### src/rtl/mls_pkg.sv
// Shared definitions for the maximal-length sequence controller:
// FSM states, LFSR tap positions and the one-step LFSR transition.
package mls_pkg;

  typedef enum logic [1:0] {
    IDLE   = 2'd0,
    LOAD   = 2'd1,
    RUN    = 2'd2,
    FINISH = 2'd3
  } mls_state_t;

  // Bit indices of s[] that feed the XOR for x^8+x^6+x^5+x^4+1.
  localparam int TAP0 = 0;
  localparam int TAP1 = 2;
  localparam int TAP2 = 3;
  localparam int TAP3 = 4;

  localparam int          MLS_PERIOD   = 255;
  localparam logic [7:0]  SEED_DEFAULT = 8'h01;
  localparam int          LEN_W_DEF    = 8;

  function automatic logic [7:0] mls_next(input logic [7:0] s);
    return {s[TAP0] ^ s[TAP1] ^ s[TAP2] ^ s[TAP3], s[7:1]};
  endfunction

endpackage

### src/rtl/mls_lfsr8.sv
// 8-stage Fibonacci LFSR core; a load takes priority over an advance.
module mls_lfsr8
  import mls_pkg::*;
#(
  parameter logic [7:0] RESET_VAL = 8'h01
) (
  input  logic       clk,
  input  logic       reset,
  input  logic       load,
  input  logic [7:0] load_val,
  input  logic       adv,
  output logic [7:0] state
);

  logic [7:0] r_state;

  always_ff @(posedge clk or posedge reset) begin
    if (reset) begin
      r_state <= RESET_VAL;
    end else if (load) begin
      r_state <= load_val;
    end else if (adv) begin
      r_state <= mls_next(r_state);
    end
  end

  assign state = r_state;

endmodule

### src/rtl/mls_sequencer.sv
// Host-controlled MLS bit streamer: start/busy/done toward the host,
// valid/ready toward the consumer, plus wrap and zero-seed guarding.
//
// Handshake: a bit transfers on any rising edge where bit_valid && bit_ready;
// bit_valid, once high, stays high and bit_out stays stable until a transfer
// happens or the run is ended by stop.
module mls_sequencer
  import mls_pkg::*;
#(
  parameter logic [7:0] SEED_DEFAULT = mls_pkg::SEED_DEFAULT,
  parameter int         LEN_W        = 8
) (
  input  logic             clk,
  input  logic             reset,
  input  logic             start,
  input  logic [7:0]       seed,
  input  logic [LEN_W-1:0] len,
  input  logic             stop,
  output logic             busy,
  output logic             done,
  output logic             aborted,
  output logic             seed_fixed,
  output logic             bit_out,
  output logic             bit_valid,
  input  logic             bit_ready,
  output logic             wrap,
  output logic [7:0]       state_out,
  output logic [1:0]       dbg_state
);

  mls_state_t       r_state;
  mls_state_t       w_next_state;
  logic [7:0]       r_seed;
  logic [LEN_W-1:0] r_len;
  logic [LEN_W-1:0] r_remaining;
  logic             r_free;
  logic             r_seed_fixed;
  logic             r_aborted;
  logic             r_wrap;
  logic [7:0]       w_lfsr_state;
  logic [7:0]       w_lfsr_next;
  logic             w_xfer;
  logic             w_last;
  logic             w_accept;

  assign w_accept    = (r_state == IDLE) && start;
  assign w_xfer      = (r_state == RUN) && bit_ready;
  assign w_last      = w_xfer && !r_free && (r_remaining == LEN_W'(1));
  assign w_lfsr_next = mls_next(w_lfsr_state);

  mls_lfsr8 #(
    .RESET_VAL (SEED_DEFAULT)
  ) u_lfsr (
    .clk      (clk),
    .reset    (reset),
    .load     (r_state == LOAD),
    .load_val (r_seed),
    .adv      (w_xfer),
    .state    (w_lfsr_state)
  );

  always_ff @(posedge clk or posedge reset) begin
    if (reset) begin
      r_state <= IDLE;
    end else begin
      r_state <= w_next_state;
    end
  end

  always_comb begin
    w_next_state = r_state;
    case (r_state)
      IDLE:    if (start) w_next_state = LOAD;
      LOAD:    w_next_state = RUN;
      RUN: begin
        // The final transfer beats a simultaneous stop.
        if (w_last)    w_next_state = FINISH;
        else if (stop) w_next_state = IDLE;
      end
      FINISH:  w_next_state = IDLE;
      default: w_next_state = IDLE;
    endcase
  end

  always_ff @(posedge clk or posedge reset) begin
    if (reset) begin
      r_seed       <= SEED_DEFAULT;
      r_len        <= '0;
      r_remaining  <= '0;
      r_free       <= 1'b0;
      r_seed_fixed <= 1'b0;
      r_aborted    <= 1'b0;
      r_wrap       <= 1'b0;
    end else begin
      if (w_accept) begin
        r_seed       <= (seed == 8'h00) ? SEED_DEFAULT : seed;
        r_seed_fixed <= (seed == 8'h00);
        r_len        <= len;
      end
      if (r_state == LOAD) begin
        r_remaining <= r_len;
        r_free      <= (r_len == '0);
      end else if (w_xfer && !r_free && (r_remaining != '0)) begin
        r_remaining <= r_remaining - LEN_W'(1);
      end
      r_aborted <= (r_state == RUN) && stop && !w_last;
      r_wrap    <= w_xfer && (w_lfsr_next == r_seed);
    end
  end

  assign busy       = (r_state != IDLE);
  assign done       = (r_state == FINISH);
  assign bit_valid  = (r_state == RUN);
  assign bit_out    = w_lfsr_state[0];
  assign state_out  = w_lfsr_state;
  assign seed_fixed = r_seed_fixed;
  assign aborted    = r_aborted;
  assign wrap       = r_wrap;
  assign dbg_state  = r_state;

endmodule

### config.mk
export PLATFORM = sky130hd
export DESIGN_NAME = mls_sequencer
export DESIGN_NICKNAME = d
export VERILOG_FILES = /design/src/rtl/mls_pkg.sv /design/src/rtl/mls_lfsr8.sv /design/src/rtl/mls_sequencer.sv
export SDC_FILE = /design/constraint.sdc
export NUM_CORES = 1
export LEC_CHECK = 0
export ABC_CLOCK_PERIOD_IN_PS = 1900
export CAP_MARGIN = 20
export CORE_UTILIZATION = 30
export CTS_CLUSTER_DIAMETER = 40
export DETAILED_ROUTE_END_ITERATION = 7
export PLACE_DENSITY_LB_ADDON = 0.1
export SYNTH_ARGS = -nofsm -noshare
export SYNTH_HDL_FRONTEND = slang
export SYNTH_HIERARCHICAL = 1
export SYNTH_SLANG_ARGS = --single-unit
### constraint.sdc
create_clock -name clk -period 1.9 [get_ports clk]
set_input_delay 0.19 -clock clk [delete_from_list [all_inputs] [get_ports clk]]
set_output_delay 0.19 -clock clk [all_outputs]
set_load 0.02 [all_outputs]
==> impl_metrics.csv, run 1 <==
group,metric,value,unit
outcome,outcome,"complete, no violations",
pwr,leakage,0.9997,nW
yosys,synth-edff-count,0,
clock_tree,ctsResizeCount,0,
yosys,syn-mean-instance-area,10.94,um2
yosys,synth_sequential_area_ratio,49.51,%
detailed_routing,drtAntennaViolNets,0,
yosys,warning_count_from_the_yosys_run,6,
critical_path,crit_path_start_kind,"flip-flop",
floorplanning,pin_count,38,
sta,tns,0,ns
detailed_routing,via_per_inst,4.865,
sta,maxSlewHeadroom,65.65,%
critical_path,end_kind,"primary output",
sta,fmax,552.8,MHz
floorplanning,initial_utilization,31.77,%
placement,place.detailed.instances,288,
sta,hold_ws,0.1738,ns
floorplanning,core.rowCount,28,
clock_tree,clock_tree.root_cell,"clkbuf_8",
sta,tightestPinTransition,0.5105,ns
yosys,yosys.cell_types.count,44,
yosys,flip_flop_and_latch_count_after_synthesis,38,
detailed_routing,detail_route.first_pass.iterations,4,
job,maxCapViolCount,0,
clock_tree,post_cts_buffers,0,
critical_path,crit_required,1.71,ns
clock_tree,clock_tree.buffer_depth,2,
clock_tree,worst_path_clk_slew,0.07,ns
sta,worst_clock_skew,0.003970,ns
floorplanning,fp.dieH,82.12,um
placement,detailedPlace.worstSlack,0.03094,ns
global_route,grtUsageTotal,13.51,%
global_route,grt_max_degree,31,
cells_and_area,post-route-util,41.12,%
yosys,synthArstFlopShare,100.0,%
critical_path,crit_arrival,1.62,ns
critical_path,critical_path.cell_chain,"or2_2 > clkdlybuf4s50_1",
cells_and_area,final_cell_area,2492,um2
global_route,grt_overflow,0,
floorplanning,die-area,6743,um2
yosys,yosys.area.top_type_share,46.78,%
cells_and_area,fin_nets,243,
detailed_routing,detail_route.wirelength,4006,um
cells_and_area,stdcell_count,296,
global_route,initial_antenna_violation_count,0,
yosys,ys_top_cells_by_area,"dfrtp_1, mux2_2, xnor2_1, mux2i_1, nand2_1",
sta,finalHoldViolations,0,
clock_tree,post_cts_hold_buffer_count,0,
critical_path,worst-path-max-fanout,7,
sta,report.final.slew_viol_count,0,
global_route,grt_first_pass_wirelength,6672,um
sta,min_period,1.809,ns
clock_tree,clock_tree.htree_level_count,2,
yosys,synth.largest_area_cell,"dfrtp_1",
yosys,synth_common_cells,"dfrtp_1, mux2_2, nand2_1",
pwr,finalPower,4.042,mW
yosys,postSynth.topFlopCell,"dfrtp_1",
detailed_routing,drt-initial-drc-count,86,
detailed_routing,drc,0,
sta,finalSetupViolations,0,
global_route,grt_pass1_vias,1372,
pwr,cellPowerDensity,1622,nW/um2
critical_path,timing_worst_setup_path_type,"flip-flop to primary output",
floorplanning,placeable_area,6061,um2
clock_tree,cts_bufs_inserted,5,
yosys,syn_inst,176,
placement,gp_routability_congestion,0.7902,
detailed_routing,routed_wire_length_per_instance,13.53,um
yosys,area_of_the_mapped_netlist,1926,um2
sta,grt_setup_unrepaired,"no",
clock_tree,cts_tree,"done",
placement,detailed_place_hpwl,3027,um
yosys,synth_most_common_cell,"dfrtp_1",
cells_and_area,antennaDiodeCount,0,
placement,place_area,2401,um2
pwr,peakVddDrop,0.6400,mV
sta,post-route-worst-setup-slack,0.09097,ns
sta,finalCritPeriodShare,95.21,%
cells_and_area,share_of_final_layout_standard_cells_stronger_than_drive_strength_1,17.65,%
cells_and_area,layout.filler_cells,594,
yosys,synth_fp_nets,199,
detailed_routing,detailroute.via_count,1440,
floorplanning,die_width,82.12,um
clock_tree,skew_pair_late_insertion_delay,0.29,ns
min_path,hp-class,"input port to async pin",
critical_path,critical_path.slowest_cell,"clkdlybuf4s50_1",
clock_tree,cts.sinks,38,
critical_path,critPathMaxStageDelay,0.55,ns
placement,placement.io_buffers,37,
cells_and_area,synth_to_final_area_change,29.43,%
-- cells by family (layout without fill, tap and decap cells) --
logic type / after synthesis / in the layout / share of synthesized area, %
simple gates: 61 / 61 / 18.00
flops: 38 / 38 / 49.51
compound gates: 25 / 25 / 8.447
mux: 22 / 22 / 12.41
xor+xnor: 14 / 14 / 6.368
buf+inv: 14 / 59 / 3.963
fa+ha+maj: 2 / 2 / 1.299
-- final cells by class --
cell class	count	area (um2)	share of cell area, %
flip-flops and latches	38	953.4	38.25
repair buffers	43	427.9	17.17
inverters	8	30.03	1.205
clock inverters	1	5.005	0.2008
well taps	75	93.84	3.765
clock buffers	7	86.33	3.464
multi-input cells	124	895.9	35.94
-- metal layers --
metal	share of wire, %	global-route usage [%]	up-vias
met5	0	0	-
met4	0.57	4.737	0
met3	4.6	3.956	2
met2	46	19.09	31
met1	49	19.39	693
li1	-	-	714
-- flip-flops by register name, summed over array words and instances, names as in the netlist --
| register | flops |
|---|---|
| r_remaining | 8 |
| r_free | 1 |
| seed_fixed | 1 |
| u_lfsr/state | 8 |
| wrap | 1 |
| dbg_state | 2 |
| r_seed | 8 |
| aborted | 1 |
| r_len | 8 |
-- worst paths after layout --
check | from | endpoint | cells past startpoint | slack [ns]
hold / removal | reset | u_lfsr/state[4] | 2 | 0.17
min in group clk | stop | aborted | 2 | 0.50
hold reg to reg | r_free | r_free | 2 | 0.50
setup / recovery | dbg_state[1] | busy | 2 | 0.09
max in group asynchronous | reset | r_seed[0] | 3 | 1.27
setup reg to reg | r_remaining[0] | r_remaining[1] | 6 | 0.24
-- critical path, delay by kind of cell (launching register included) --
| family | cells | cell delay [ns] |
|---|---|---|
| buffers and inverters | 1 | 0.55 |
| DFF | 1 | 0.43 |
| and+or+nand+nor | 1 | 0.36 |
-- placed cells by master (no fill, tap or decap), types with 2 or more instances in the layout --
master / instances
clkdlybuf4s50_1: 37
dfrtp_1: 36
nand2_1: 15
mux2_2: 15
nand3_1: 11
xnor2_1: 11
o21ai_0: 9
inv_1: 7
nor2_1: 7
mux2i_1: 7
nor4_1: 6
clkbuf_8: 6
buf_4: 5
a21oi_1: 4
o311ai_0: 4
nand4_1: 3
xor2_1: 3
nor3_1: 2
o31ai_1: 2
a221o_1: 2
ha_1: 2
dfstp_2: 2
-- power breakdown --
| part | internal [mW] | switching [mW] | total [mW] | leakage, nW |
|---|---|---|---|---|
| combinational | 1.01 | 0.848 | 1.85 | 0.491 |
| clock | 0.293 | 0.276 | 0.569 | 0.0482 |
| sequential | 1.20 | 0.423 | 1.62 | 0.461 |
| total | 2.49 | 1.55 | 4.04 | 1.00 |
Power figures use the tool's default switching activity.
==> inputs of run 2 (changes only) <==
--- a/config.mk
+++ b/config.mk
@@ -5,11 +5,12 @@
 export SDC_FILE = /design/constraint.sdc
 export NUM_CORES = 1
 export LEC_CHECK = 0
-export ABC_CLOCK_PERIOD_IN_PS = 1900
+export ABC_CLOCK_PERIOD_IN_PS = 2250
 export CAP_MARGIN = 20
 export CORE_UTILIZATION = 30
 export CTS_CLUSTER_DIAMETER = 40
 export DETAILED_ROUTE_END_ITERATION = 7
+export GPL_TIMING_DRIVEN = 0
 export PLACE_DENSITY_LB_ADDON = 0.1
 export SYNTH_ARGS = -nofsm -noshare
 export SYNTH_HDL_FRONTEND = slang
==> constraint.sdc (replaced) <==
create_clock -name clk -period 2.25 [get_ports clk]
set_input_delay 0.225 -clock clk [delete_from_list [all_inputs] [get_ports clk]]
set_output_delay 0.225 -clock clk [all_outputs]
set_load 0.02 [all_outputs]
==> run 2 against run 1 <==
  * Final cell count up 0.34%
  * Clock power is 1% higher
  * Critical path depth is the same
  * Total power is 13% lower
  * Sequential share of layout area decreased by 0.51 points
  * Highest routed layer unchanged
==> impl_metrics.csv, run 2 (same netlist as run 1, synthesis figures left out) <==
group,metric,value,unit
detailed_routing,detail_route.wirelength,4367,um
cells_and_area,layout_commonest_cell,"clkdlybuf4s50_1",
floorplanning,fp.dieH,82.12,um
sta,grt_setup_unrepaired,"no",
sta,maxSlewHeadroom,62.60,%
clock_tree,post_cts_buffers,0,
job,maxCapViolCount,0,
floorplanning,pin_count,38,
floorplanning,die_width,82.12,um
global_route,initial_antenna_violation_count,0,
min_path,hp-class,"input port to async pin",
clock_tree,ctsResizeCount,0,
clock_tree,clock_tree.root_cell,"clkbuf_8",
pwr,switching_power,1.345,mW
clock_tree,cts.sinks,38,
critical_path,crit_required,2.03,ns
critical_path,worst-path-max-fanout,7,
sta,min_period,1.872,ns
sta,worst_clock_skew,0.007062,ns
clock_tree,cts_tree,"done",
global_route,grt_max_degree,20,
sta,finalCritPeriodShare,83.21,%
cells_and_area,antennaDiodeCount,0,
placement,gp_routability_congestion,0.7512,
clock_tree,clock_tree.buffer_depth,2,
clock_tree,worst_path_clk_slew,0.08,ns
pwr,power.internal,2.184,mW
critical_path,timing_worst_setup_path_type,"flip-flop to primary output",
outcome,outcome,"complete, no violations",
detailed_routing,drc,0,
sta,hold_ws,0.2148,ns
detailed_routing,drtAntennaViolNets,0,
pwr,peakVddDrop,0.5470,mV
cells_and_area,share_of_final_layout_standard_cells_stronger_than_drive_strength_1,18.47,%
clock_tree,cts_bufs_inserted,5,
global_route,grt_first_pass_wirelength,6982,um
pwr,leakage,1.019,nW
clock_tree,post_cts_hold_buffer_count,0,
clock_tree,clock_tree.htree_level_count,2,
pwr,clock_power_share,16.3,%
sta,tns,0,ns
sta,fmax,534.1,MHz
global_route,grt_overflow,0,
sta,finalSetupViolations,0,
cells_and_area,fin_nets,244,
global_route,grt_pass1_vias,1448,
placement,detailed_place_hpwl,3346,um
floorplanning,initial_utilization,31.77,%
pwr,cellPowerDensity,1397,nW/um2
detailed_routing,detail_route.first_pass.iterations,4,
detailed_routing,routed_wire_length_per_instance,14.70,um
cells_and_area,final_cell_mix,"clkdlybuf4s50_1, dfrtp_1, nand2_1, mux2_2",
pwr,seq_power_share,39.0,%
detailed_routing,via_per_inst,4.943,
detailed_routing,detailroute.via_count,1468,
critical_path,end_kind,"primary output",
floorplanning,placeable_area,6061,um2
clock_tree,skew_pair_late_insertion_delay,0.29,ns
pwr,switching_power_share_of_the_total,38.12,%
placement,placement.io_buffers,37,
global_route,grtUsageTotal,14.09,%
floorplanning,core.rowCount,28,
critical_path,crit_arrival,1.65,ns
pwr,share_comb_of_total_power,44.8,%
detailed_routing,drt-initial-drc-count,116,
sta,report.final.slew_viol_count,0,
sta,finalHoldViolations,0,
sta,tightestPinTransition,0.5604,ns
critical_path,crit_path_start_kind,"flip-flop",
cells_and_area,synth_to_final_area_change,31.19,%
floorplanning,die-area,6743,um2
## run 2: changes by cell type in the layout (fill, tap and decap cells not counted)
cell | previous run | this run
bufinv_16 | 0 | 1
buf_4 | 5 | 4
buf_2 | 0 | 1
clkbuf_8 | 6 | 5
clkinv_2 | 1 | 2
buf_16 | 0 | 1
buf_6 | 0 | 1
buf_12 | 1 | 0
clkbuf_1 | 1 | 0
## run 2: layout make-up
cell class | count | area, um2
fill | 602 | 3535
sequential | 38 | 953.4
multi-input combinational | 124 | 895.9
timing repair buffer | 38 | 397.9
tap | 75 | 93.84
clock buffer | 5 | 68.82
buffer | 6 | 46.29
clock inverter | 3 | 40.04
inverter | 8 | 30.03
## run 2: final timing paths
kind                              start               to  slack (ns)  cells past startpoint
max                        dbg_state[1]             busy        0.38                      2
min                               reset  u_lfsr/state[5]        0.21                      2
max reg2reg                dbg_state[1]         r_len[7]        0.45                      4
min reg2reg                      r_free           r_free        0.50                      2
max in group asynchronous         reset        r_seed[0]        1.37                      3
min in group clk                 r_free           r_free        0.50                      2
## run 2: power by group through the flow
stage          Sequential, mW  Clock, mW  Combinational, mW
6_report                 1.37      0.575               1.58
5_1_grt                  1.43      0.617               1.75
4_1_cts                  1.38      0.594               1.60
3_5_place_dp             1.39          0               1.60
3_3_place_gp             1.37          0               1.57
2_1_floorplan            1.40          0               1.04
## run 2: metal layers
metal | up-vias | track usage [%] | share of wire, %
met5 | - | 0 | 0
met4 | 0 | 5.789 | 1.6
met3 | 7 | 2.637 | 4.0
met2 | 30 | 21.65 | 45
met1 | 710 | 19.37 | 49
li1 | 721 | - | -
## run 2: worst max-delay path, cell delays in order (launching register included)
cell	delay, ns
dfrtp_1	0.44
or2_2	0.36
clkdlybuf4s50_1	0.55
## run 2: through the flow
step	cell area [um2]	utilization (%)	setup slack, ns	power (mW)	std cells
3_3_place_gp	2390	39.43	0.3112	2.935	288
4_1_cts	2526	41.68	0.3657	3.573	297
6_report	2526	41.68	0.3777	3.529	297
2_1_floorplan	1926	-	0.5057	2.432	176
5_1_grt	2526	41.68	0.3296	3.796	297
3_5_place_dp	2417	39.88	0.3088	2.985	289
==> inputs of run 3 (changes only) <==
--- a/config.mk
+++ b/config.mk
@@ -5,7 +5,7 @@
 export SDC_FILE = /design/constraint.sdc
 export NUM_CORES = 1
 export LEC_CHECK = 0
-export ABC_CLOCK_PERIOD_IN_PS = 2250
+export ABC_CLOCK_PERIOD_IN_PS = 1780
 export CAP_MARGIN = 20
 export CORE_UTILIZATION = 30
 export CTS_CLUSTER_DIAMETER = 40
==> constraint.sdc (replaced) <==
create_clock -name clk -period 1.78 [get_ports clk]
set_input_delay 0.178 -clock clk [delete_from_list [all_inputs] [get_ports clk]]
set_output_delay 0.178 -clock clk [all_outputs]
set_load 0.02 [all_outputs]
==> run 3 against run 2 <==
  * Largest cell class unchanged
  * Critical endpoint is now done
  * Sequential power increased by 27%
  * Total power up 27%
  * Final area is 1.0% higher
  * Clock power is 27% higher
  * Largest power group unchanged
==> impl_metrics.csv, run 3 (same netlist as run 1, synthesis figures left out) <==
group,metric,value,unit
outcome,outcome,"complete, no violations",
critical_path,crit_arrival,1.49,ns
detailed_routing,routed_wire_length_per_instance,14.86,um
clock_tree,cts_bufs_inserted,5,
pwr,cellPowerDensity,1760,nW/um2
pwr,peakVddDrop,0.6903,mV
pwr,leakage,1.051,nW
floorplanning,pin_count,38,
global_route,grt_max_degree,20,
placement,placement.io_buffers,37,
global_route,grtUsageTotal,14.16,%
detailed_routing,drtAntennaViolNets,0,
detailed_routing,detailroute.via_count,1475,
cells_and_area,synth_to_final_area_change,32.55,%
global_route,initial_antenna_violation_count,0,
critical_path,end_kind,"primary output",
sta,finalHoldViolations,0,
clock_tree,skew_pair_late_insertion_delay,0.29,ns
job,maxCapViolCount,0,
critical_path,crit_path_start_kind,"flip-flop",
clock_tree,clock_tree.root_cell,"clkbuf_8",
floorplanning,placeable_area,6061,um2
clock_tree,worst_path_clk_slew,0.08,ns
critical_path,worst-path-max-fanout,7,
sta,worst_clock_skew,0.007507,ns
cells_and_area,fin_nets,245,
critical_path,timing_worst_setup_path_type,"flip-flop to primary output",
global_route,grt_first_pass_wirelength,7003,um
sta,grt_setup_unrepaired,"no",
sta,report.final.slew_viol_count,0,
clock_tree,cts_tree,"done",
placement,gp_routability_congestion,0.7512,
cells_and_area,share_of_final_layout_standard_cells_stronger_than_drive_strength_1,20.18,%
min_path,hp-class,"input port to async pin",
sta,fmax,601.0,MHz
floorplanning,initial_utilization,31.77,%
cells_and_area,layout.filler_cells,604,
cells_and_area,final_cell_mix,"dfrtp_1, clkdlybuf4s50_1, nand2_1, mux2_2",
global_route,grt_pass1_vias,1451,
floorplanning,die-area,6743,um2
floorplanning,die_width,82.12,um
clock_tree,cts.sinks,38,
placement,detailedPlace.worstSlack,-0.1142,ns
detailed_routing,drc,0,
sta,finalSetupViolations,0,
global_route,grt_overflow,0,
clock_tree,clock_tree.buffer_depth,2,
sta,min_period,1.664,ns
sta,finalCritPeriodShare,93.47,%
critical_path,crit_required,1.60,ns
sta,maxSlewHeadroom,62.76,%
cells_and_area,antennaDiodeCount,0,
detailed_routing,detail_route.wirelength,4427,um
floorplanning,core.rowCount,28,
sta,tightestPinTransition,0.5580,ns
sta,post-route-worst-setup-slack,0.1162,ns
detailed_routing,detail_route.first_pass.iterations,4,
detailed_routing,via_per_inst,4.950,
floorplanning,fp.dieH,82.12,um
cells_and_area,post-route-util,42.11,%
detailed_routing,drt-initial-drc-count,154,
cells_and_area,layout_commonest_cell,"dfrtp_1",
clock_tree,clock_tree.htree_level_count,2,
placement,detailed_place_hpwl,3346,um
==> run 3: power by group <==
| part | leakage [nW] | switching (mW) | total (mW) | internal [mW] |
|---|---|---|---|---|
| logic | 0.532 | 0.942 | 2.02 | 1.08 |
| clock network | 0.0579 | 0.316 | 0.729 | 0.413 |
| registers | 0.461 | 0.466 | 1.74 | 1.28 |
==> run 3: final timing paths <==
check | end | startpoint | slack, ns | cells past startpoint
max | done | dbg_state[0] | 0.12 | 2
min | u_lfsr/state[5] | reset | 0.17 | 2
max reg2reg | r_remaining[0] | r_remaining[0] | 0.12 | 6
min reg2reg | u_lfsr/state[0] | r_seed[0] | 0.51 | 2
max in group asynchronous | r_seed[0] | reset | 0.95 | 3
min in group clk | r_len[2] | len[2] | 0.49 | 2
==> run 3: worst max-delay path, cell delays in order (launching register included) <==
cell	delay (ns)
dfrtp_1	0.44
and2_2	0.17
clkdlybuf4s50_1	0.59
==> run 3: what timing repair did <==
| action | CTS | global route |
|---|---|---|
| pin swaps | 1 | 0 |
| cloned | 0 | 0 |
| buffers inserted | 1 | 0 |
| endpoints found under the setup margin | 7 | 13 |
| gates resized for setup | 1 | 6 |
| hold buffers | 0 | 0 |
==> run 3: through the flow <==
stage	std cells	power, mW	hold slack, ns	cell area, um2	TNS (ns)
floorplan	176	3.074	-0.007058	1926	0
global placement	288	3.711	0.4816	2390	-0.2140
detailed placement	289	3.773	0.4745	2417	-0.3248
CTS	298	4.522	0.1697	2532	0
global route	298	4.826	0.2110	2552	0
finish	298	4.491	0.1703	2552	0
==> run 3: metal layers <==
layer  up-vias  wire length (um)  GRT usage (%)
met5         -                 0              0
li1        719                 -              -
met2        40              2018          21.65
met4         0                68          5.789
met3         7               186          2.637
met1       709              2155          19.57
==> run 3: layout make-up <==
type | count | area, um2 | area share, %
flip-flops and latches | 38 | 953.4 | 37.35
multi-input cells | 124 | 907.1 | 35.54
repair buffers | 39 | 409.1 | 16.03
well taps | 75 | 93.84 | 3.676
clock buffers | 5 | 68.82 | 2.696
plain buffers | 6 | 46.29 | 1.814
clock inverters | 3 | 40.04 | 1.569
inverters | 8 | 33.78 | 1.324
